**config.mk**
```make
export PLATFORM = sky130hd
export DESIGN_NAME = kd_tree_ctrl
export DESIGN_NICKNAME = d
export VERILOG_FILES = /design/src/rtl/kd_tree_ctrl.sv
export SDC_FILE = /design/constraint.sdc
export NUM_CORES = 1
export LEC_CHECK = 0
export CAP_MARGIN = 20
export CORE_MARGIN = 1
export CORE_UTILIZATION = 53
export CTS_BUF_LIST = sky130_fd_sc_hd__clkbuf_2
export DETAILED_ROUTE_END_ITERATION = 7
export PLACE_DENSITY = 0.92
export SLEW_MARGIN = 0
export SYNTH_ARGS = -nofsm -noshare
export SYNTH_HDL_FRONTEND = slang
export SYNTH_SLANG_ARGS = --single-unit
```
**constraint.sdc**
```tcl
create_clock -name clk -period 3.3 [get_ports clk]
set_input_delay 0.66 -clock clk [delete_from_list [all_inputs] [get_ports clk]]
set_output_delay 0.66 -clock clk [all_outputs]
set_load 0.005 [all_outputs]
```
**src/rtl/kd_tree_ctrl.sv**
```systemverilog
// Root-port sequencer for the kd-tree: resets the tree, streams the initial centers from a
// valid/ready source, then configures the sort axis, with a per-phase watchdog and cycle profiler.
module kd_tree_ctrl #(
  parameter int DATA_W      = 24,
  parameter int CMD_W       = 5,
  parameter int MAX_CENTERS = 10,
  parameter int CNT_W       = $clog2(MAX_CENTERS + 1),
  parameter int TIMEOUT     = 1024,
  parameter int CYC_W       = 27
) (
  input  logic              clk,
  input  logic              reset,
  input  logic              start,
  input  logic [CNT_W-1:0]  num_centers,
  input  logic [DATA_W-1:0] center_data,
  input  logic              center_valid,
  output logic              center_ready,
  output logic [CMD_W-1:0]  cmd_to_root,
  output logic [DATA_W-1:0] data_to_root,
  input  logic [CMD_W-1:0]  cmd_from_root,
  output logic              busy,
  output logic              done,
  output logic              error,
  output logic [1:0]        err_code,
  output logic [CNT_W-1:0]  fill_count,
  output logic [CYC_W-1:0]  cycle_count
);

  localparam int WD_W = $clog2(TIMEOUT + 1);

  localparam logic [CMD_W-1:0] CMD_NOP       = CMD_W'(5'b00000);
  localparam logic [CMD_W-1:0] CMD_RST       = CMD_W'(5'b11111);
  localparam logic [CMD_W-1:0] CMD_RST_DONE  = CMD_W'(5'b11110);
  localparam logic [CMD_W-1:0] CMD_FILL      = CMD_W'(5'b00001);
  localparam logic [CMD_W-1:0] CMD_AXIS      = CMD_W'(5'b00010);
  localparam logic [CMD_W-1:0] CMD_FILL_DONE = CMD_W'(5'b00101);
  localparam logic [CMD_W-1:0] CMD_AXIS_DONE = CMD_W'(5'b00111);

  localparam logic [2:0] S_IDLE = 3'd0;
  localparam logic [2:0] S_RST  = 3'd1;
  localparam logic [2:0] S_FILL = 3'd2;
  localparam logic [2:0] S_AXIS = 3'd3;
  localparam logic [2:0] S_DONE = 3'd4;
  localparam logic [2:0] S_ERR  = 3'd5;

  localparam logic [1:0] ERR_NONE    = 2'd0;
  localparam logic [1:0] ERR_TIMEOUT = 2'd1;
  localparam logic [1:0] ERR_EARLY   = 2'd2;
  localparam logic [1:0] ERR_COUNT   = 2'd3;

  localparam logic [CNT_W-1:0] MAX_CNT = CNT_W'(MAX_CENTERS);
  localparam logic [WD_W-1:0]  WD_LAST = WD_W'(TIMEOUT - 1);

  logic [2:0]       state, state_nxt;
  logic [1:0]       code_nxt;
  logic [CNT_W-1:0] num_lat;
  logic [WD_W-1:0]  wd_cnt;
  logic             accept, count_ok, handshake, fill_fire, wd_expired, waiting;

  assign center_ready = (state == S_FILL) && (fill_count < num_lat);
  assign handshake    = center_ready && center_valid;
  assign wd_expired   = (wd_cnt == WD_LAST);
  assign waiting      = (state == S_RST) || (state == S_FILL) || (state == S_AXIS);
  assign count_ok     = (num_centers != '0) && (num_centers <= MAX_CNT);
  assign accept       = start && !waiting;
  // A word that arrives on the same edge as an abort is not forwarded to the root.
  assign fill_fire    = handshake && (state_nxt == S_FILL);

  // NOTE: every variable gets a default before the case so no path leaves it unassigned,
  // which would otherwise infer a latch.
  always_comb begin
    state_nxt = state;
    code_nxt  = err_code;
    case (state)
      S_IDLE, S_DONE, S_ERR: begin
        if (start) begin
          if (count_ok) begin
            state_nxt = S_RST;
            code_nxt  = ERR_NONE;
          end else begin
            state_nxt = S_ERR;
            code_nxt  = ERR_COUNT;
          end
        end
      end
      S_RST: begin
        if (cmd_from_root == CMD_RST_DONE) begin
          state_nxt = S_FILL;
        end else if (wd_expired) begin
          state_nxt = S_ERR;
          code_nxt  = ERR_TIMEOUT;
        end
      end
      S_FILL: begin
        if (cmd_from_root == CMD_FILL_DONE) begin
          if (fill_count < num_lat) begin
            state_nxt = S_ERR;
            code_nxt  = ERR_EARLY;
          end else begin
            state_nxt = S_AXIS;
          end
        end else if (!handshake && wd_expired) begin
          state_nxt = S_ERR;
          code_nxt  = ERR_TIMEOUT;
        end
      end
      S_AXIS: begin
        if (cmd_from_root == CMD_AXIS_DONE) begin
          state_nxt = S_DONE;
        end else if (wd_expired) begin
          state_nxt = S_ERR;
          code_nxt  = ERR_TIMEOUT;
        end
      end
      default: state_nxt = S_IDLE;
    endcase
  end

  // NOTE: sequential state uses non-blocking assignments so every register samples the
  // pre-edge values, independent of statement order.
  always_ff @(posedge clk) begin
    if (!reset) begin
      state        <= S_IDLE;
      cmd_to_root  <= CMD_NOP;
      data_to_root <= '0;
      busy         <= 1'b0;
      done         <= 1'b0;
      error        <= 1'b0;
      err_code     <= ERR_NONE;
      fill_count   <= '0;
      cycle_count  <= '0;
      num_lat      <= '0;
      wd_cnt       <= '0;
    end else begin
      state    <= state_nxt;
      err_code <= code_nxt;
      busy     <= (state_nxt == S_RST) || (state_nxt == S_FILL) || (state_nxt == S_AXIS);
      done     <= (state_nxt == S_DONE);
      error    <= (state_nxt == S_ERR);

      // The command register tracks the state being entered, so it is aligned with it.
      case (state_nxt)
        S_RST:   cmd_to_root <= CMD_RST;
        S_AXIS:  cmd_to_root <= CMD_AXIS;
        S_FILL:  cmd_to_root <= fill_fire ? CMD_FILL : CMD_NOP;
        default: cmd_to_root <= CMD_NOP;
      endcase

      if (fill_fire) data_to_root <= center_data;

      if (accept)         fill_count <= '0;
      else if (fill_fire) fill_count <= fill_count + CNT_W'(1);

      if (accept)                            cycle_count <= '0;
      else if (busy && (cycle_count != '1))  cycle_count <= cycle_count + CYC_W'(1);

      if (accept && count_ok) num_lat <= num_centers;

      // Watchdog measures time since the last sign of progress in a wait phase.
      if (!waiting || (state_nxt != state) || fill_fire) wd_cnt <= '0;
      else                                               wd_cnt <= wd_cnt + WD_W'(1);
    end
  end

endmodule

```
==> results of run 1 <==
-- where the power goes --
part / leakage, nW / switching, mW / internal, mW
registers: 0.655 / 0.0138 / 0.995
logic: 0.922 / 0.0794 / 0.0892
clock network: 0.0961 / 0.330 / 0.333
-- synthesized netlist by cell type (all sizes together) (7+ instances only) --
cell	number
nand4	13
a211oi	7
nor3	12
nor2	48
o21ai	15
nand2	81
clkbuf	11
buf	8
a21oi	37
xnor2	17
nand3	15
inv	11
dfxtp	81
xor2	16
-- worst reg2reg max path, stage by stage (launching register included) --
cell and delay (ns):
dfxtp_1 0.39, inv_1 0.06, ha_1 0.29, nand3_1 0.11, nor2_1 0.26, nor3_1 0.11
a211o_2 0.38, or3_1 0.49, a221oi_2 0.29
-- final cells by class --
type                    count  area (um2)  share of cell area (%)
multi-input cells         333        1946                   39.44
repair buffers            108        1066                   21.61
inverters                  11       41.29                  0.8369
flip-flops and latches     81        1622                   32.87
clock buffers              11       55.05                   1.116
well taps                  80       100.1                   2.029
clock inverters             5       103.9                   2.105
-- sequential cells by signal, indices dropped and copies added (netlist names) --
name	count
num_lat	4
fill_count	4
cmd_to_root	3
busy	1
data_to_root	24
error	1
wd_cnt	11
done	1
cycle_count	27
err_code	2
state	3
-- cell families after synthesis --
| kind of cell | count (synthesis) | synth area share [%] |
|---|---|---|
| xor+xnor | 33 | 7.799 |
| compound gates | 76 | 13.13 |
| flops | 81 | 43.75 |
| fa+ha+maj | 6 | 2.026 |
| simple gates | 213 | 28.19 |
| buf+inv | 30 | 3.747 |
| mux | 5 | 1.350 |
-- worst max path at each step --
stage / startpoint / endpoint / cells after the start
after floorplan: cmd_from_root[4] / wd_cnt[0] / 6
after global placement: cmd_from_root[4] / wd_cnt[3] / 7
after detailed placement: cmd_from_root[4] / wd_cnt[5] / 7
after CTS: state[1] / center_ready / 3
after global routing: fill_count[3] / center_ready / 5
final: state[1] / center_ready / 3
-- routing by layer --
| layer | vias to the layer above | track usage, % | wire (um) | part of all wire, % |
|---|---|---|---|---|
| met5 | - | 0 | 0 | 0 |
| li1 | 1742 | - | - | - |
| met4 | 0 | 11.36 | 189 | 2.1 |
| met3 | 20 | 7.603 | 668 | 7.4 |
| met1 | 1626 | 30.12 | 3897 | 43 |
| met2 | 122 | 43.27 | 4255 | 47 |
-- stage by stage --
step	setup WS [ns]	hold WS, ns	area, um2
6_report	0.2708	0.4616	4933
5_1_grt	0.2071	0.4862	4933
4_1_cts	0.2728	0.4622	4933
3_5_place_dp	0.3303	0.4402	4775
3_3_place_gp	0.4440	0.4343	4775
2_1_floorplan	1.020	0.4229	3706
==> results.sh, run 1 <==
export IMPL_core_area_mm2=0.006756
export IMPL_drt_first_pass_iters=5
export IMPL_nets=587
export IMPL_critPathBufInv=1
export IMPL_mostFrequentLayoutCells="102 x clkdlybuf4s50_1, 81 x nand2_1, 81 x dfxtp_1"
export IMPL_clock_root_buffer="clkbuf_2"
export IMPL_cts_setup_buffers=0
export IMPL_hold_depth=1
export IMPL_cellLeakagePower_nw=1.672
export IMPL_hp_class="reg2reg"
export IMPL_grt_usage_pct=25.60
export IMPL_postSynthAreaPerCell_um2=8.347
export IMPL_finClkSkew_ns=0.02782
export IMPL_outcome="completed"
export IMPL_ant_nets=0
export IMPL_cp_max_fo=12
export IMPL_rsz0062_at_grt="no"
export IMPL_rr_endpoint="wd_cnt[10]"
export IMPL_worstHoldStart="wd_cnt[0]"
export IMPL_clkLatencyLatePin_ns=0.51
export IMPL_io_pins=103
export IMPL_final_max_slew_viol_count=0
export IMPL_mostFrequentLayoutCell="clkdlybuf4s50_1"
export IMPL_async_reset_ff_share_pct=0
export IMPL_tns_ns=0
export IMPL_antenna_found_initial=0
export IMPL_hold_viol=0
export IMPL_period_minus_slack_ns=3.029
export IMPL_relSlewSlack_pct=45.64
export IMPL_utilization_pct=73.02
export IMPL_hpwl_um=6596
export IMPL_cts_sinks=81
export IMPL_numCtsBuffers=9
export IMPL_drive_gt1_share_pct=7.104
export IMPL_fmax_mhz=330.1
export IMPL_yosysTopAreaCell="dfxtp_1"
export IMPL_drtIter0Drc=187
export IMPL_grt_max_degree=33
export IMPL_cts_max_level=3
export IMPL_grt_pass1_vias=3432
export IMPL_crit_slowest_cell="dfxtp_1"
export IMPL_dpl_cell_count=613
export IMPL_finalPower_mw=1.840
export IMPL_synth_edf_count=0
export IMPL_ys_types=56
export IMPL_synth_area_top_cells="dfxtp_1 44%, nand2_1 8.2%, a21oi_1 5.0%, nor2_1 4.9%, xnor2_1 4.0%"
export IMPL_diodes=0
export IMPL_port_buffers=102
export IMPL_worst_pin_slew_ns=0.8087
export IMPL_syn_inst=444
export IMPL_wl_per_cell_um=14.32
export IMPL_worstPathRequired_ns=2.64
export IMPL_synthesis_nets=487
export IMPL_grt_remaining_overflow=0
export IMPL_vias=3510
export IMPL_synth_top_area_share_pct=43.75
export IMPL_start_util_pct=54.85
export IMPL_final_cells=629
export IMPL_synth_seq_cells=81
export IMPL_cts_clk_slew_worst_paths_ns=0.19
export IMPL_die_h_um=85.62
export IMPL_fp_dieW_um=85.62
export IMPL_r2r_setup_slack_ns=0.85
export IMPL_worstSetupPathType="reg2out"
export IMPL_ys_warn_count=0
export IMPL_vias_per_cell=5.580
export IMPL_reg2regPathDepth=8
export IMPL_p_per_area_mw_per_mm2=373.0
export IMPL_cp_top_family="simple AND/OR/NAND/NOR gates"
export IMPL_cts_tree="built"
export IMPL_drt_wl_total_um=9010
export IMPL_setup_violations=0
export IMPL_fin_crit_sh_pct=91.79
export IMPL_rows=30
export IMPL_cts_max_path_buffers=2
export IMPL_maxCapViolCount=0
export IMPL_gp_congestion=0.9114
export IMPL_r2r_start="num_lat[2]"
export IMPL_area_growth_pct=33.12
export IMPL_nFillCells=504
export IMPL_grt_first_pass_wirelength_um=15020
export IMPL_dieArea_mm2=0.007331
export IMPL_end_kind="output port"
export IMPL_max_stage_delay_ns=0.61
export IMPL_cp_cell_sequence="or3b_4 > nor3_1 > clkdlybuf4s50_1"
export IMPL_ir_drop_mv=0.3600
export IMPL_synthFlopType="dfxtp_1"
export IMPL_drc_errors=0
export IMPL_ctsResizeCount=0
export IMPL_cp_start_kind="register"
export IMPL_ys_seq_area_share_pct=43.75
export IMPL_critPathArrivalTime_ns=2.37
export IMPL_holdPathEnd="wd_cnt[0]"
export IMPL_holdBufCountCts=0
export IMPL_synth_area_mm2=0.003706
Power figures use the tool's default switching activity.
==> run 2: changes to the inputs <==
--- a/config.mk
+++ b/config.mk
@@ -11,6 +11,7 @@
 export CTS_BUF_LIST = sky130_fd_sc_hd__clkbuf_2
 export DETAILED_ROUTE_END_ITERATION = 7
 export PLACE_DENSITY = 0.92
+export SKIP_CTS_REPAIR_TIMING = 1
 export SLEW_MARGIN = 0
 export SYNTH_ARGS = -nofsm -noshare
 export SYNTH_HDL_FRONTEND = slang
==> results of run 2 <==
Final layout, timing and power as in run 1 (identical DEF).
==> run 3: changes to the inputs <==
--- a/config.mk
+++ b/config.mk
@@ -5,6 +5,7 @@
 export SDC_FILE = /design/constraint.sdc
 export NUM_CORES = 1
 export LEC_CHECK = 0
+export ABC_CLOCK_PERIOD_IN_PS = 3300
 export CAP_MARGIN = 20
 export CORE_MARGIN = 1
 export CORE_UTILIZATION = 53
==> results of run 3 <==
Final layout, timing and power as in run 1 (identical DEF).
